**config.mk**
```make
export PLATFORM = sky130hd
export DESIGN_NAME = sram_arbiter
export DESIGN_NICKNAME = d
export VERILOG_FILES = /design/src/rtl/sram_arbiter.sv
export SDC_FILE = /design/constraint.sdc
export NUM_CORES = 1
export LEC_CHECK = 0
export BUFFER_PORTS_ARGS = -buffer_cell sky130_fd_sc_hd__buf_4
export CORE_ASPECT_RATIO = 0.8
export CORE_MARGIN = 2
export CORE_UTILIZATION = 30
export CTS_CLUSTER_DIAMETER = 120
export DETAILED_ROUTE_END_ITERATION = 7
export SETUP_SLACK_MARGIN = 0.2
export SYNTH_ARGS = -nofsm -noshare
export SYNTH_HDL_FRONTEND = slang
export SYNTH_SLANG_ARGS = --single-unit
```
**constraint.sdc**
```tcl
create_clock -name clk -period 1.2 [get_ports clk]
set_input_delay 0.18 -clock clk [delete_from_list [all_inputs] [get_ports clk]]
set_output_delay 0.18 -clock clk [all_outputs]
set_load 0.1 [all_outputs]
```
**src/rtl/sram_arbiter.sv**
```systemverilog
// Round-robin two-port arbiter sequencing single-cycle accesses to an 8x4 SRAM.
// Every access takes exactly three cycles: IDLE (arbitrate), ACCESS (pins driven), DONE.
module sram_arbiter #(
  parameter int DATA_W = 4,
  parameter int ADDR_W = 3
) (
  input  logic              clk,
  input  logic              rst,
  input  logic              reqA,
  input  logic              reqB,
  input  logic              weA,
  input  logic              weB,
  input  logic [ADDR_W-1:0] addrA,
  input  logic [ADDR_W-1:0] addrB,
  input  logic [DATA_W-1:0] wdataA,
  input  logic [DATA_W-1:0] wdataB,
  output logic              gntA,
  output logic              gntB,
  output logic              doneA,
  output logic              doneB,
  output logic [DATA_W-1:0] rdataA,
  output logic [DATA_W-1:0] rdataB,
  output logic [ADDR_W-1:0] memAddress,
  output logic [DATA_W-1:0] memDataIn,
  output logic              memChipSelect,
  output logic              memWriteEnable,
  input  logic [DATA_W-1:0] memDataOut,
  output logic [1:0]        state_dbg
);

  // Handshake: a port holds req and its fields until it sees gnt; gnt high means
  // those fields were captured. done marks completion; rdata is valid with done on a read.
  typedef enum logic [1:0] {
    IDLE   = 2'd0,
    ACCESS = 2'd1,
    DONE   = 2'd2
  } state_t;

  state_t state;
  logic   owner;       // 0 = A, 1 = B
  logic   last_grant;  // 0 = A, 1 = B
  logic   pick_b;

  // On a tie the port that did not win last time takes the access.
  assign pick_b    = reqB && (!reqA || !last_grant);
  assign state_dbg = state;

  always_ff @(posedge clk) begin
    if (rst) begin
      state          <= IDLE;
      owner          <= 1'b0;
      last_grant     <= 1'b1;
      gntA           <= 1'b0;
      gntB           <= 1'b0;
      doneA          <= 1'b0;
      doneB          <= 1'b0;
      memChipSelect  <= 1'b0;
      memWriteEnable <= 1'b0;
      memAddress     <= '0;
      memDataIn      <= '0;
      rdataA         <= '0;
      rdataB         <= '0;
    end else begin
      case (state)
        IDLE: begin
          if (reqA || reqB) begin
            owner          <= pick_b;
            memWriteEnable <= pick_b ? weB : weA;
            memAddress     <= pick_b ? addrB : addrA;
            memDataIn      <= pick_b ? wdataB : wdataA;
            memChipSelect  <= 1'b1;
            gntA           <= !pick_b;
            gntB           <= pick_b;
            state          <= ACCESS;
          end
        end
        ACCESS: begin
          if (!memWriteEnable) begin
            if (owner) rdataB <= memDataOut;
            else       rdataA <= memDataOut;
          end
          memChipSelect  <= 1'b0;
          memWriteEnable <= 1'b0;
          gntA           <= 1'b0;
          gntB           <= 1'b0;
          doneA          <= !owner;
          doneB          <= owner;
          last_grant     <= owner;
          state          <= DONE;
        end
        DONE: begin
          doneA <= 1'b0;
          doneB <= 1'b0;
          state <= IDLE;
        end
        default: state <= IDLE;
      endcase
    end
  end

endmodule
```
==> flow_summary.toml <==
[outcome]
status = "complete, but fails checks"
violations = "setup timing"

[route]
via_per_inst = 4.704
drtPass1Iterations = 4
drc = 0
drt_iter0_drc = 26
routed_wl_um = 2897
wl_per_cell_um = 13.41
antenna_left = 0
via_count = 1016

[yosys]
syn_area_mm2 = 0.001087
ys_seq_area_frac = 0.4603
ys_ff_latch = 25
syn-num-nets = 136
synth.most_common_cell = "dfxtp_1"
synth_area_leaders = "dfxtp_1 (46%), mux2i_1 (17%), nor2_1 (7.6%)"
synth_warnings = 0
synth_common_cells = "dfxtp_1 (25), nor2_1 (22), mux2i_1 (18), a211oi_1 (7)"
synth_top_cell_area_share = 0.4603
async_flop_share = 0
synth_cell_types = 24
syn_inst = 108
ys.flop_type = "dfxtp_1"
syn_avg_cell_area_um2 = 10.07
synth_edf_count = 0
synth_top_area_cell = "dfxtp_1"

[placed_design]
place_hpwl_um = 2009
post-place-ws_ps = -109.4
numPortBuffers = 46
gp_congestion = 0.7205
placed_cells = 201

[clock_tree]
clock_sinks = 25
cts_tree = "yes"
cts_max_level = 1
clockRootBuffer = "clkbuf_8"
clkTransAtPathRegs_ps = 90
numCtsBuffers = 3
clk_latency_ps = 260
clockBufferDepth = 2

[setup_path]
reg2regPathDepth = 6
crit_slowest_cell = "dfxtp_4"
rrSetupSlack_ps = -90
crit_path_max_incr_delay_ps = 390
setup.worst_path.end_class = "register"
r2r-end = "memAddress[1]"
crit_top_cell = "buf_4"
worstPathRequired_ps = 1370
crit_type = "register to register"
worstReg2RegStart = "state_dbg[0]"
crit_chain = "inv_4, ha_4, buf_4, o21a_4, buf_4, a211oi_1"
cp.arrival_ps = 1460
path_max_fanout = 7
start_kind = "register"
critPathLaunch = "state_dbg[0]"

[timing]
setup_viol = 16
worst_pin_slew_ps = 288.2
maxSlewHeadroom = 0.8076
min_period_over_period = 1.075
hold_viol_final = 0
whs_ps = 157.5
rsz0062_at_grt = "true"
timing.final.ws_setup_ps = -89.84
fmax_ghz = 0.7753
drv_slew = 0
fin_worst_skew_ps = 5.058
timing.final.crit_period_ps = 1290

[floorplan]
rows = 19
die_w_um = 71.31
io_pins = 47
start_util = 0.3154
chipHeight_um = 57.85
die_area_mm2 = 0.004125
coreArea_mm2 = 0.003447

[power_and_ir_drop]
p_per_area_mw_per_mm2 = 1515
p_leak_nw = 0.8954
p_total_mw = 3.200
peakVddDrop_mv = 0.6475

[min_path]
hp-start = "memDataOut[2]"
holdPathEnd = "rdataB[2]"
hold_class = "input pin to register"
hold_depth = 3

[final_layout]
drive_above_1_share = 0.6207
final_util = 0.6127
antenna_cells = 0
fin_cells = 216
area_delta_synth_final_pct = 94.25
num-nets-final = 203
n_fill_cell = 261

[global_route]
grt_overflow_total = 0
grt_max_degree = 26
antenna_found_initial = 0
track_usage = 0.1420
grt_first_pass_wirelength_um = 4609
grt_pass1_vias = 978

[flow_run]
max_cap_violations = 0
cells in the final DEF (no fill, tap or decap):
cell / n
mux2i_2: 1
a21boi_2: 1
a21oi_1: 4
dfxtp_2: 19
a22o_1: 1
o211ai_1: 1
clkbuf_8: 3
buf_12: 24
a22oi_1: 1
o21bai_2: 1
nor2b_1: 1
nand3b_1: 2
nor3b_4: 2
dfxtp_4: 4
nand2_1: 2
mux2i_1: 17
o21a_4: 2
dfxtp_1: 2
buf_6: 8
nor2_1: 22
clkbuf_1: 1
inv_4: 2
a32oi_1: 1
ha_1: 1
a211o_1: 1
nand2b_1: 2
nor2b_2: 2
ha_4: 3
a211oi_2: 1
a211oi_1: 6
o21bai_1: 1
buf_4: 35
state kept, by name (all words and copies together), names as in the netlist, 2 cells and up:
| name | flops |
|---|---|
| rdataA | 4 |
| state_dbg | 2 |
| memAddress | 3 |
| rdataB | 4 |
| memDataIn | 4 |
what timing repair did:
action | 4_1_cts | 5_1_grt
setup endpoints to repair | 48 | 45
pin swaps | 4 | 8
setup buffers | 5 | 5
cloned | 0 | 1
resized for setup | 74 | 15
hold buffers | 0 | 0
worst max-delay path by stage:
stage | to | slack, ps | depth (start not counted)
after global routing | state_dbg[1] | -140 | 6
after detailed placement | memDataIn[2] | -110 | 5
after CTS | state_dbg[1] | -70 | 6
final | memAddress[1] | -90 | 6
after floorplan | rdataA[3] | -280 | 5
after global placement | rdataA[0] | -80 | 5
area by class of cell:
class | instances | area (um2) | area share
timing repair buffer | 67 | 833.3 | 0.3945
clock buffer | 4 | 45.04 | 0.02133
inverter | 2 | 12.51 | 0.005924
tap | 42 | 52.55 | 0.02488
sequential | 25 | 539.3 | 0.2553
multi-input combinational | 76 | 629.4 | 0.2980
stage by stage:
stage	TNS (ps)	cell area, um2
finish	-931.9	2112
global route	-2023	2112
CTS	-494.5	1999
detailed placement	-859.4	1615
global placement	-345.1	1615
floorplan	-4908	1164
worst max-delay path, delay by kind of cell (launching register included):
kind                       cells  cell delay, ps
AOI/OAI and AO/OA              2             330
DFF                            1             390
adders and majority gates      1             160
buffers and inverters          3             310
where the power goes:
group | internal (mW) | leakage [nW] | switching [mW]
clock | 0.237 | 0.0228 | 0.256
combinational | 0.722 | 0.657 | 0.935
sequential | 0.943 | 0.215 | 0.107
total | 1.90 | 0.895 | 1.30
layer usage:
| metal | vias to the layer above | wire (um) | global-route usage |
|---|---|---|---|
| li1 | 508 | - | - |
| met1 | 482 | 1295 | 0.1851 |
| met2 | 24 | 1457 | 0.2447 |
| met3 | 2 | 116 | 0.02783 |
| met4 | 0 | 27 | 0.03235 |
| met5 | - | 0 | 0 |
cells by family (layout without fill, tap and decap cells):
family	after synthesis	count (layout)	share of synthesized area
simple gates	33	33	0.1542
flops	25	25	0.4603
fa+ha+maj	4	4	0.04603
compound gates	20	21	0.1369
mux	18	18	0.1657
buf+inv	8	73	0.03683
Power figures use the tool's default switching activity.
